### config.mk
export PLATFORM = sky130hd
export DESIGN_NAME = lsu_ctrl
export DESIGN_NICKNAME = d
export VERILOG_FILES = /design/src/rtl/lsu_pkg.sv /design/src/rtl/lsu_align_chk.sv /design/src/rtl/lsu_ctrl.sv
export SDC_FILE = /design/constraint.sdc
export NUM_CORES = 1
export LEC_CHECK = 0
export BUFFER_PORTS_ARGS = -buffer_cell sky130_fd_sc_hd__buf_2
export CAP_MARGIN = 20
export CORE_UTILIZATION = 45
export CTS_CLUSTER_SIZE = 16
export DETAILED_ROUTE_END_ITERATION = 7
export PLACE_DENSITY = 0.82
export SYNTH_ARGS = -nofsm -noshare
export SYNTH_HDL_FRONTEND = slang
export SYNTH_SLANG_ARGS = --single-unit
### constraint.sdc
create_clock -name clk -period 2.9 [get_ports clk]
set_input_delay 0 -clock clk [delete_from_list [all_inputs] [get_ports clk]]
set_output_delay 0 -clock clk [all_outputs]
set_load 0.01 [all_outputs]
### src/rtl/lsu_pkg.sv
// Shared types and constants for the load/store sequencing stage.
// Imported by the alignment checker and the controller.
package lsu_pkg;

  typedef enum logic [1:0] {
    IDLE = 2'd0,
    BUS  = 2'd1,
    RESP = 2'd2
  } lsu_state_e;

  localparam logic [1:0] EXC_LD_MIS  = 2'd0;
  localparam logic [1:0] EXC_ST_MIS  = 2'd1;
  localparam logic [1:0] EXC_TIMEOUT = 2'd2;
  localparam logic [1:0] EXC_ILLEGAL = 2'd3;

  localparam logic [1:0] SZ_B = 2'b00;
  localparam logic [1:0] SZ_H = 2'b01;
  localparam logic [1:0] SZ_W = 2'b10;

  // fn3 3/6/7 never name a load or store; stores have no unsigned form
  function automatic logic fn3_illegal(
    input logic [2:0] fn3,
    input logic       we
  );
    logic bad;
    bad = (fn3 == 3'd3) || (fn3 == 3'd6) || (fn3 == 3'd7);
    return bad || (we && fn3[2]);
  endfunction

endpackage

### src/rtl/lsu_align_chk.sv
// Combinational legality and alignment check of an incoming memory op.
// Illegal encodings take priority over misalignment.
module lsu_align_chk
  import lsu_pkg::*;
(
  input  logic [2:0] fn3_i,
  input  logic       we_i,
  input  logic [1:0] addr_low_i,
  output logic       ok_o,
  output logic [1:0] cause_o
);

  logic mis;

  // Size-dependent alignment, then fold in the illegal-fn3 case
  always_comb begin
    mis = 1'b0;
    case (fn3_i[1:0])
      SZ_H:    mis = addr_low_i[0];
      SZ_W:    mis = (addr_low_i != 2'b00);
      default: mis = 1'b0;
    endcase
    ok_o    = 1'b1;
    cause_o = EXC_LD_MIS;
    if (fn3_illegal(fn3_i, we_i)) begin
      ok_o    = 1'b0;
      cause_o = EXC_ILLEGAL;
    end else if (mis) begin
      ok_o    = 1'b0;
      cause_o = we_i ? EXC_ST_MIS : EXC_LD_MIS;
    end
  end

endmodule

### src/rtl/lsu_ctrl.sv
// Load/store sequencer: accepts one op, runs a single word bus access,
// then reports writeback or an exception for one cycle.
module lsu_ctrl
  import lsu_pkg::*;
#(
  parameter int TIMEOUT_CYC = 255
) (
  input  logic        clk,
  input  logic        rst,
  input  logic        req_valid,
  output logic        req_ready,
  input  logic        req_we,
  input  logic [2:0]  req_fn3,
  input  logic [31:0] req_addr,
  input  logic [4:0]  req_rd,
  output logic [2:0]  adj_fn3,
  output logic [1:0]  adj_addr_low,
  input  logic [31:0] adj_wdata,
  input  logic [3:0]  adj_mask,
  input  logic [31:0] adj_rdata,
  output logic        bus_req,
  output logic        bus_we,
  output logic [31:0] bus_addr,
  output logic [31:0] bus_wdata,
  output logic [3:0]  bus_mask,
  input  logic        bus_ack,
  output logic        wb_valid,
  output logic [4:0]  wb_rd,
  output logic [31:0] wb_data,
  output logic        done,
  output logic        exc_valid,
  output logic [1:0]  exc_cause
);

  localparam int TW = $clog2(TIMEOUT_CYC + 1);
  localparam logic [TW-1:0] T_LAST = TW'(TIMEOUT_CYC - 1);

  lsu_state_e  state_q, state_d;
  logic        we_q, we_d;
  logic [2:0]  fn3_q, fn3_d;
  logic [31:0] addr_q, addr_d;
  logic [4:0]  rd_q, rd_d;
  logic [31:0] data_q, data_d;
  logic        exc_q, exc_d;
  logic [1:0]  cause_q, cause_d;
  logic [TW-1:0] timer_q, timer_d;

  logic       chk_ok;
  logic [1:0] chk_cause;

  lsu_align_chk u_chk (
    .fn3_i      (req_fn3),
    .we_i       (req_we),
    .addr_low_i (req_addr[1:0]),
    .ok_o       (chk_ok),
    .cause_o    (chk_cause)
  );

  // Next-state: accept, bus wait with timeout, one-cycle response
  always_comb begin
    state_d = state_q;
    we_d    = we_q;
    fn3_d   = fn3_q;
    addr_d  = addr_q;
    rd_d    = rd_q;
    data_d  = data_q;
    exc_d   = exc_q;
    cause_d = cause_q;
    timer_d = timer_q;
    unique case (state_q)
      IDLE: begin
        if (req_valid) begin
          we_d    = req_we;
          fn3_d   = req_fn3;
          addr_d  = req_addr;
          rd_d    = req_rd;
          timer_d = '0;
          exc_d   = !chk_ok;
          if (!chk_ok) cause_d = chk_cause;
          state_d = chk_ok ? BUS : RESP;
        end
      end
      BUS: begin
        if (bus_ack) begin
          state_d = RESP;
          exc_d   = 1'b0;
          if (!we_q) data_d = adj_rdata;
        end else if (timer_q == T_LAST) begin
          state_d = RESP;
          exc_d   = 1'b1;
          cause_d = EXC_TIMEOUT;
        end else begin
          timer_d = timer_q + TW'(1);
        end
      end
      RESP: state_d = IDLE;
      default: state_d = IDLE;
    endcase
  end

  // State and latched-op registers
  always_ff @(posedge clk) begin
    if (rst) begin
      state_q <= IDLE;
      we_q    <= 1'b0;
      fn3_q   <= '0;
      addr_q  <= '0;
      rd_q    <= '0;
      data_q  <= '0;
      exc_q   <= 1'b0;
      cause_q <= '0;
      timer_q <= '0;
    end else begin
      state_q <= state_d;
      we_q    <= we_d;
      fn3_q   <= fn3_d;
      addr_q  <= addr_d;
      rd_q    <= rd_d;
      data_q  <= data_d;
      exc_q   <= exc_d;
      cause_q <= cause_d;
      timer_q <= timer_d;
    end
  end

  assign req_ready    = (state_q == IDLE);
  assign adj_fn3      = fn3_q;
  assign adj_addr_low = addr_q[1:0];

  assign bus_req   = (state_q == BUS);
  assign bus_we    = bus_req && we_q;
  assign bus_addr  = {addr_q[31:2], 2'b00};
  assign bus_wdata = bus_req ? adj_wdata : 32'h0;
  assign bus_mask  = we_q ? adj_mask : 4'b1111;

  assign done      = (state_q == RESP);
  assign wb_valid  = done && !we_q && !exc_q;
  assign exc_valid = done && exc_q;
  assign wb_rd     = rd_q;
  assign wb_data   = data_q;
  assign exc_cause = cause_q;

endmodule
; ---- Word level (Yosys, flattened, before mapping)
; Index checks and enable logic that the tools add are counted.
[totals]
regBits = 86
in_bits = 113
out_inout_bits = 118
elab_cells = 70
[op_classes]
addsub = 1
eq_ne = 14
mux = 25
bitwise = 1
reduce_logical = 20
[op_table]
columns = operator, count
row1 = 32-bit 2-to-1 mux, 1
row2 = 8-bit 2-to-1 mux, 3
row3 = 2-bit 2-to-1 mux, 9
row4 = 8-bit one-hot mux with 2 select lines, 1
row5 = "8-bit by 1-bit adder with 8-bit output, second input constant", 1
row6 = "8-bit == test, second input constant", 1
row7 = "2-bit != test, second input constant", 4
row8 = 2-bit one-hot mux with 2 select lines, 2
row9 = "3-bit == test, second input constant", 2
row10 = 1-bit 2-to-1 mux, 6
row11 = 3-bit AND reduction, 2
row12 = 1-bit logical AND, 5
row13 = 5-bit AND reduction, 1
row14 = "2-bit by 1-bit == test with 1-bit output, second input constant", 2
row15 = "2-bit == test, second input constant", 2
row16 = 4-bit 2-to-1 mux, 1
row17 = 1-bit one-hot mux with 2 select lines, 2
row18 = 2-bit AND reduction, 2
row19 = 4-bit AND reduction, 1
row20 = 2-bit nonzero test, 2
row21 = "3-bit by 2-bit == test with 1-bit output, second input constant", 1
row22 = 1-bit logical NOT, 3
row23 = 1-bit logical OR, 3
row24 = "3-bit by 1-bit != test with 1-bit output, second input constant", 1
row25 = 3 further kinds, 3

; ---- Longest topological paths before layout
; Gate-level depths: netlist of run 1.
[logic_depth]
depth_word = 8
mapped_depth = 7
ltp_nobuf = 6

; ---- Hierarchy
; From an unflattened synthesis of run 1, not the netlist that was laid out.
[hier_totals]
hier_cells = 461
area_unflattened_um2 = 3656.0
[by_module_without_submodules]
columns = module, n_inst, cells_per_inst, area_each_um2, seq_area_each_um2
row1 = lsu_ctrl, 1, 449, 3574.7, 1721.7
row2 = lsu_align_chk, 1, 12, 81.3, 0.0

; ---- Worst setup path after synthesis of run 1
; OpenSTA, ideal clock, no wires.
[synth_path]
kind = reg2reg
startpoint = register timer_q[0]
endpoint = register timer_q[6]
setup_ns = 0.070
t_arrival_ns = 1.695
t_required_ns = 2.830
setup_slack_ns = 1.135
path_stages_with_launch = 8
path_buffers = 1
path_cell_list = dfxtp_1 -> inv_1 -> ha_1 -> and3_1 -> and3_4 -> buf_6 -> or4_1 -> a21oi_1
[synth_via]
elab_chain_cells = 4
word_cells_on_any_way = 7
[synth_lines]
columns = element, line_no
row1 = from (decl), lsu_ctrl.sv:46  ; logic [TW-1:0] timer_q, timer_d;
row2 = from (signal assigned), lsu_ctrl.sv:122  ; timer_q <= timer_d;
row3 = 8-bit by 1-bit adder with 8-bit output, lsu_ctrl.sv:93  ; timer_d = timer_q + TW'(1);
row4 = 8-bit 2-to-1 mux, lsu_ctrl.sv:88  ; end else if (timer_q == T_LAST) begin
row5 = 8-bit 2-to-1 mux, lsu_ctrl.sv:84  ; if (bus_ack) begin
row6 = 8-bit one-hot mux with 2 select lines, lsu_ctrl.sv:70  ; unique case (state_q)
; Several ways; a longest one is shown, not always the timed one. The select of a mux whose other input is x is not followed.
; A chain may end at the register's enable or synchronous reset.

; ---- Final worst setup path of run 1
[layout_path]
startpoint = register state_q[0]
endpoint = register data_q[12] (netlist: wb_data[12])
[layout_via]
elab_chain_cells = 2
[layout_lines]
columns = element, line_no
row1 = from (decl), lsu_ctrl.sv:38  ; lsu_state_e state_q, state_d;
row2 = from (signal assigned), lsu_ctrl.sv:114  ; state_q <= state_d;
row3 = 2-bit by 1-bit == test with 1-bit output, lsu_ctrl.sv:70
row4 = 3-bit AND reduction (no line), n/a
row5 = to (signal assigned), lsu_ctrl.sv:119  ; data_q <= data_d;
row6 = to (decl), lsu_ctrl.sv:43  ; logic [31:0] data_q, data_d;
; No other way between the ends.

==> results of run 1 <==
-- metrics by stage --
step | total power [mW] | setup slack, ps | util [%] | instances | instance area (sq um)
floorplan | 1.52 | 1140 | - | 456 | 3540
global placement | 1.70 | 1180 | 63.8 | 759 | 4720
detailed placement | 1.71 | 1080 | 63.8 | 759 | 4720
CTS | 2.64 | 1050 | 76.4 | 848 | 5660
global route | 2.77 | 893 | 76.4 | 848 | 5660
finish | 2.65 | 1030 | 76.4 | 849 | 5660
-- worst min path at each step --
stage / cells past startpoint / to / slack [ps]
2_1_floorplan: 1 / bus_mask[0] / 130
3_3_place_gp: 3 / addr_q[7]$_SDFFE_PP0P_ / 240
3_5_place_dp: 3 / addr_q[20]$_SDFFE_PP0P_ / 250
4_1_cts: 3 / state_q[1]$_SDFFE_PP0P_ / 20
5_1_grt: 3 / state_q[1]$_SDFFE_PP0P_ / 20
6_report: 3 / state_q[1]$_SDFFE_PP0P_ / 20
-- registers in the layout, indices dropped and copies added (netlist names) --
register and flops:
we_q 1, wb_rd 5, exc_cause 2, wb_data 32
exc_q 1, addr_q 32, adj_fn3 3, state_q 2
timer_q 8
-- critical path, cell delays in order, from the launching register on --
cell and delay (ps):
dfxtp_1 470, nand2b_2 130, inv_2 360, nand3b_1 270, buf_4 300, nand2_1 110
a21oi_1 70
-- what timing repair did --
item | CTS | global route
hold buffers | 73 | 0
hold endpoints to repair | 73 | 0
resized for setup | 0 | 0
-- routing by layer --
| layer | track usage (%) | routed length, um |
|---|---|---|
| met5 | 0 | 0 |
| met4 | 11.2 | 427 |
| met3 | 7.74 | 1010 |
| met2 | 58.1 | 6690 |
| met1 | 34.0 | 4950 |
-- power groups by stage --
stage	sequential, mW	clock, mW	combinational [mW]
6_report	1.28	0.858	0.510
3_5_place_dp	1.30	0	0.414
4_1_cts	1.27	0.873	0.492
2_1_floorplan	1.32	0	0.193
3_3_place_gp	1.30	0	0.406
5_1_grt	1.28	0.929	0.554
-- logic make-up (layout without fill, tap and decap cells) --
family / Yosys count / after routing / synth area share [%]
AND/OR/NAND/NOR: 220 / 220 / 28.7
AO/OA/AOI/OAI: 107 / 107 / 16.4
flip-flops: 86 / 86 / 48.7
buffers and inverters: 36 / 329 / 4.36
adder cells (fa/ha/maj): 5 / 5 / 1.77
other: 1 / 3 / 0.106
-- layout by cell type (no fill, tap or decap), drive strengths merged, types with 3 or more instances in the layout --
cell | Yosys | final
o21ai | 4 | 4
o31ai | 6 | 6
ha | 5 | 5
a21oi | 87 | 87
nor2 | 3 | 3
dlygate4sd3 | 0 | 73
or4 | 6 | 6
buf | 7 | 235
clkbuf | 24 | 9
nand2 | 150 | 150
nand2b | 9 | 9
inv | 5 | 8
and2 | 36 | 36
dfxtp | 86 | 86
-- cell type report --
class	instances	area [sq um]	share of cell area, %
clock inverter	7	78.8	1.39
clock buffer	9	124	2.19
antenna	1	2.50	0.0442
inverter	5	18.8	0.332
sequential	86	1720	30.4
timing repair buffer	308	1920	34.0
tap	99	124	2.19
multi-input combinational	334	1670	29.4
==> flow_summary.ini, run 1 <==
[grt]
grt_util_all_layers_pct = 31.3
grt_max_degree = 44
grt_pass1_vias = 4377
antenna_found_initial = 0
grt_first_pass_wirelength_um = 20600
overflow = 0

[pwr]
power.internal_mw = 1.89
powerDensity_nw_per_um2 = 467
power.leakage_nw = 2.70
p_switching_mw = 0.756
ir_worst_vdd_mv = 0.320
seq_power_share_pct = 48.3
switching_share_pct = 28.6
combPwrFrac_pct = 19.3
clock_power_share_pct = 32.5

[logic_synthesis]
synth_common_cells = nand2_1 (150), a21oi_1 (87), dfxtp_1 (86)
synthCells = 455
synth.distinct_cells = 38
ys_async_sr_fraction_pct = 0
yosys.cell_count.top_type = nand2_1
synth_area_sq_um = 3530
synth-edff-count = 0
ys_seq_elements = 86
ys.flop_type = dfxtp_1
ys_seq_area_share_pct = 48.7
avgSynthCellArea_sq_um = 7.76
synth_top_area_cell = dfxtp_1
synth.area.top_cells = dfxtp_1 (49%), nand2_1 (16%), a21oi_1 (12%)
yosysWarnings = 0
synth_top_area_share_pct = 48.7

[run_status]
status = completed

[drt]
via_count = 4356
first_iter_violations = 171
wl_um = 13100
ant_nets = 0
viasPerCell = 5.13
wl_per_cell_um = 15.4
drt_pre_antenna_iters = 5
drc = 0

[floorplanning]
num_rows = 31
dieArea_sq_um = 8210
core_area_sq_um = 7410
die_w_um = 90.6
chipHeight_um = 90.6
io_pins = 231
initial_core_util_pct = 47.7

[worst_setup_path]
worstPathArrival_ps = 2070
crit_start = state_q[0]$_SDFFE_PP0P_
start_kind = register
crit_end = wb_data[12]$_SDFFE_PP0P_
r2r_slack_ps = 1030
endpoint_kind = register
r2r-end = wb_data[12]$_SDFFE_PP0P_
crit_path_max_fanout = 36
worstPathRequired_ps = 3110
r2r_start = state_q[0]$_SDFFE_PP0P_
r2r_cells = 6
path_class = register to register

[worst_hold_path]
min_from = req_valid
hp-class = input port to register

[clock_network]
cts_tree = done
h-tree-depth = 3
clk_pin_slew_worst_paths_ps = 80
cts.path.max_buffers = 2
cts_setup_buffers = 0
clock_latency_ps = 360
root_buffer = clkbuf_8
numCtsBuffers = 9
clock-sinks = 86

[layout]
area_delta_synth_final_pct = 60.2
fin_nets = 862
fill_cells = 481
drive_gt1_share_pct = 34.2

[sta]
finalSetupViolCount = 0
rsz0062_at_grt = no
period_minus_slack_ps = 1870
tns_ps = 0
worst_slew_pin_slew_ps = 670
finalCritPeriodShare_pct = 64.5
slew_violations = 0
clock.fmax_mhz = 535
hold_ws_ps = 24.3
slew_headroom_pct = 55.3
hold_viol = 0
final.setup_skew_ps = 11.2

[flow_run]
cap_violations = 0

[place]
gp_congestion = 0.830
dp_hpwl_um = 7830
io_buffers = 228
Note: power is estimated with default switching activity, not from simulation.
==> inputs of run 2 (changes only) <==
--- a/config.mk
+++ b/config.mk
@@ -7,10 +7,10 @@
 export LEC_CHECK = 0
 export BUFFER_PORTS_ARGS = -buffer_cell sky130_fd_sc_hd__buf_2
 export CAP_MARGIN = 20
-export CORE_UTILIZATION = 45
+export CORE_UTILIZATION = 38
 export CTS_CLUSTER_SIZE = 16
 export DETAILED_ROUTE_END_ITERATION = 7
-export PLACE_DENSITY = 0.82
+export PLACE_DENSITY = 0.73
 export SYNTH_ARGS = -nofsm -noshare
 export SYNTH_HDL_FRONTEND = slang
 export SYNTH_SLANG_ARGS = --single-unit
==> constraint.sdc (replaced) <==
create_clock -name clk -period 1.7 [get_ports clk]
set_input_delay 0 -clock clk [delete_from_list [all_inputs] [get_ports clk]]
set_output_delay 0 -clock clk [all_outputs]
set_load 0.01 [all_outputs]
==> flow_summary.ini, run 2 (synthesized netlist as in run 1, its figures left out) <==
[run_status]
status = finished with violations
violations = DRC

[sta]
hold_viol = 0
final.setup_skew_ps = 8.77
finalSetupViolCount = 0
clock.fmax_mhz = 612
worst_slew_pin_slew_ps = 624
slew_headroom_pct = 58.4
rsz0062_at_grt = no
finalCritPeriodShare_pct = 96.1
hold_ws_ps = 30.9
period_minus_slack_ps = 1630
tns_ps = 0
slew_violations = 0

[drt]
drc = 15
drt_pre_antenna_iters = 8
via_count = 4170
viasPerCell = 4.85
wl_um = 12000
first_iter_violations = 141
wl_per_cell_um = 14.0
ant_nets = 0

[floorplanning]
io_pins = 231
chipHeight_um = 98.4
initial_core_util_pct = 39.9
dieArea_sq_um = 9680
num_rows = 34
core_area_sq_um = 8850
die_w_um = 98.4

[grt]
antenna_found_initial = 0
grt_max_degree = 44
overflow = 0
grt_util_all_layers_pct = 24.6
grt_first_pass_wirelength_um = 19200
grt_pass1_vias = 4122

[flow_run]
cap_violations = 0

[worst_setup_path]
worstPathRequired_ps = 1970
crit_path_cell_trace = inv_1 -> ha_1 -> and3_4 -> and3_4 -> or4_1 -> a21oi_2
worstPathArrival_ps = 1910
start_kind = register
cp_slowest_cell = or4_1
path_common_cell = and3_4
path_class = register to register
endpoint_kind = register
critPathMaxStageDelay_ps = 490
crit_path_max_fanout = 11
r2r_slack_ps = 70

[clock_network]
clk_pin_slew_worst_paths_ps = 90
numCtsBuffers = 9
clock_latency_ps = 340
h-tree-depth = 3
root_buffer = clkbuf_8
clock-sinks = 86
cts.path.max_buffers = 2
cts_tree = done

[layout]
most-common-layout-cells = buf_2 (228), nand2_1 (150), a21oi_1 (85), dfxtp_1 (83), dlygate4sd3_1 (73)
area_delta_synth_final_pct = 63.5
post-route-util_pct = 65.3
instances_no_fill = 860
final_common_cell = buf_2
fin_nets = 865
drive_gt1_share_pct = 35.6
diodes = 0

[pwr]
ir_worst_vdd_mv = 0.495
power.leakage_nw = 2.74
powerDensity_nw_per_um2 = 776
finalPower_mw = 4.48

[place]
dp_hpwl_um = 7740
io_buffers = 228
gp_congestion = 0.785
place_inst = 771

[worst_hold_path]
hp-class = input port to register
-- run 2: metal layers --
layer	GRT usage (%)	share of wire [%]
met1	28.8	41
met2	44.7	49
met3	5.39	7.4
met4	8.15	1.8
met5	0	0
-- run 2: final timing paths --
| path | from | to | cells after the start |
|---|---|---|---|
| worst max register to register | timer_q[0]$_SDFFE_PP0P_ | timer_q[5]$_SDFFE_PP0P_ | 6 |
| worst min register to register | wb_data[22]$_SDFFE_PP0P_ | wb_data[22]$_SDFFE_PP0P_ | 2 |
| worst min-delay path | req_valid | state_q[1]$_SDFFE_PP0P_ | 3 |
| worst max-delay path | timer_q[0]$_SDFFE_PP0P_ | timer_q[5]$_SDFFE_PP0P_ | 6 |
-- run 2: timing repair --
item	CTS	global route
endpoints found under the hold margin	73	0
endpoints found under the setup margin	0	27
setup buffers	0	0
hold buffers	73	0
gates resized for setup	0	8
-- run 2: per-stage QoR --
| step | worst slack, ps | instance area (sq um) |
|---|---|---|
| 6_report | 65.7 | 5770 |
| 4_1_cts | 24.8 | 5750 |
| 5_1_grt | 10.8 | 5770 |
| 3_3_place_gp | 117 | 4830 |
| 3_5_place_dp | 53.7 | 4830 |
| 2_1_floorplan | 14.6 | 3540 |
-- run 2: power by group --
part	internal, mW	switching [mW]
Combinational	0.438	0.449
Clock	0.684	0.738
Sequential	2.11	0.0591
Total	3.24	1.25
-- run 2: final cells by class --
type	instances	area [sq um]
multi-input combinational	334	1690
fill	750	3070
clock buffer	9	124
clock inverter	7	72.6
inverter	5	18.8
sequential	86	1730
timing repair buffer	311	2010
tap	108	135
-- run 2: critical path: cells and delay by family (launching register included) --
family	cells	cell delay (ps)
AO/OA/AOI/OAI	1	150
adder cells (fa/ha/maj)	1	180
buffers and inverters	1	50
flip-flops	1	330
AND/OR/NAND/NOR	3	850
==> inputs of run 3 (changes only) <==
--- a/config.mk
+++ b/config.mk
@@ -7,10 +7,12 @@
 export LEC_CHECK = 0
 export BUFFER_PORTS_ARGS = -buffer_cell sky130_fd_sc_hd__buf_2
 export CAP_MARGIN = 20
-export CORE_UTILIZATION = 38
+export CELL_PAD_IN_SITES_DETAIL_PLACEMENT = 1
+export CELL_PAD_IN_SITES_GLOBAL_PLACEMENT = 1
+export CORE_UTILIZATION = 25
 export CTS_CLUSTER_SIZE = 16
 export DETAILED_ROUTE_END_ITERATION = 7
-export PLACE_DENSITY = 0.73
+export PLACE_DENSITY = 0.72
 export SYNTH_ARGS = -nofsm -noshare
 export SYNTH_HDL_FRONTEND = slang
 export SYNTH_SLANG_ARGS = --single-unit
==> flow_summary.ini, run 3 (synthesized netlist as in run 1, its figures left out) <==
[run_status]
status = completed

[layout]
instances_no_fill = 939
fill_cells = 1707
fin_nets = 872
diodes = 0
final_common_cell = buf_2
drive_gt1_share_pct = 36.2
postLayoutCellArea_sq_um = 6000
area_delta_synth_final_pct = 69.8
most-common-layout-cells = buf_2 (228), nand2_1 (150), dfxtp_1 (85), a21oi_1 (84), dlygate4sd3_1 (73)

[worst_setup_path]
path_class = register to register
endpoint_kind = register
r2r_slack_ps = 80
start_kind = register
crit_path_cell_trace = inv_1 -> ha_1 -> and3_4 -> and3_4 -> or4_4 -> a21oi_2
path_common_cell = and3_4
worstPathRequired_ps = 1970
crit_path_max_fanout = 7
critPathMaxStageDelay_ps = 490
crit_buf_inv = 1
critPathTopFamily = simple AND/OR/NAND/NOR gates
worstPathArrival_ps = 1890
cp_slowest_cell = or4_4

[drt]
drc = 0
first_iter_violations = 129
wl_um = 14000
ant_nets = 0
drt_pre_antenna_iters = 6
via_count = 4256
wl_per_cell_um = 14.9
viasPerCell = 4.53

[sta]
period_minus_slack_ps = 1620
rsz0062_at_grt = no
final.setup_skew_ps = 5.86
hold_ws_ps = 40.5
slew_violations = 0
clock.fmax_mhz = 617
hold_viol = 0
finalCritPeriodShare_pct = 95.4
finalSetupViolCount = 0

[grt]
grt_first_pass_wirelength_um = 21500
grt_max_degree = 40
overflow = 0
grt_util_all_layers_pct = 18.7
antenna_found_initial = 0
grt_pass1_vias = 4354

[clock_network]
h-tree-depth = 3
cts_tree = done
clock-sinks = 86
cts_setup_buffers = 0
clk_pin_slew_worst_paths_ps = 60
root_buffer = clkbuf_16
clock_latency_ps = 340
numCtsBuffers = 9
cts.path.max_buffers = 2

[floorplanning]
die_w_um = 121
core_area_sq_um = 13800
num_rows = 43
initial_core_util_pct = 25.5
io_pins = 231
dieArea_sq_um = 14600
chipHeight_um = 121

[worst_hold_path]
hp-class = input port to register

[place]
place_inst = 849
gp_congestion = 0.729
io_buffers = 228
placed_area_sq_um = 4940
dp_hpwl_um = 9480

[pwr]
ir_worst_vdd_mv = 0.449
power.leakage_nw = 2.82
powerDensity_nw_per_um2 = 832
finalPower_mw = 4.99

[flow_run]
cap_violations = 0
[run 3: area by class of cell]
type                       instances  area (sq um)  share of cell area [%]
timing repair buffer             317          2030                    33.9
clock buffer                      13           270                    4.51
tap                              180           225                    3.76
clock inverter                     3          17.5                   0.292
multi-input combinational        335          1710                    28.5
inverter                           5          18.8                   0.313
sequential                        86          1720                    28.7
[run 3: metal layers]
layer	global-route usage, %	up-vias	share of wire, %
met1	20.5	1993	40
met5	0	-	0
met2	34.6	147	52
li1	-	2098	-
met3	4.56	18	6.3
met4	6.94	0	1.7
[run 3: where the power goes]
part	switching, mW	internal, mW	total (mW)	leakage, nW
registers	0.0586	2.12	2.18	0.702
logic	0.472	0.449	0.921	1.98
clock network	0.789	1.11	1.90	0.142
[run 3: path summary, 6_finish.rpt]
check / from / end / cells after the start
max: timer_q[0]$_SDFFE_PP0P_ / timer_q[5]$_SDFFE_PP0P_ / 6
min: req_valid / state_q[1]$_SDFFE_PP0P_ / 3
max reg2reg: timer_q[0]$_SDFFE_PP0P_ / timer_q[5]$_SDFFE_PP0P_ / 6
min reg2reg: addr_q[4]$_SDFFE_PP0P_ / addr_q[4]$_SDFFE_PP0P_ / 2
[run 3: per-stage QoR]
stage	util, %	setup TNS (ps)	worst slack [ps]
floorplan	-	0	14.6
global placement	35.7	0	97.4
detailed placement	35.7	-22.7	-22.7
CTS	43.1	0	16.9
global route	43.4	0	4.36
finish	43.4	0	78.7
[run 3: what timing repair did]
item	4_1_cts	5_1_grt
cloned	0	1
hold endpoints to repair	73	0
pin swaps	1	2
hold buffers	73	0
resized for setup	2	7
setup endpoints to repair	1	25
[run 3: worst register-to-register path: cells and delay by family (launching register included)]
kind	cells	cell delay, ps
adders and majority gates	1	190
AOI/OAI and AO/OA	1	130
and+or+nand+nor	3	850
buffers and inverters	1	50
DFF	1	320
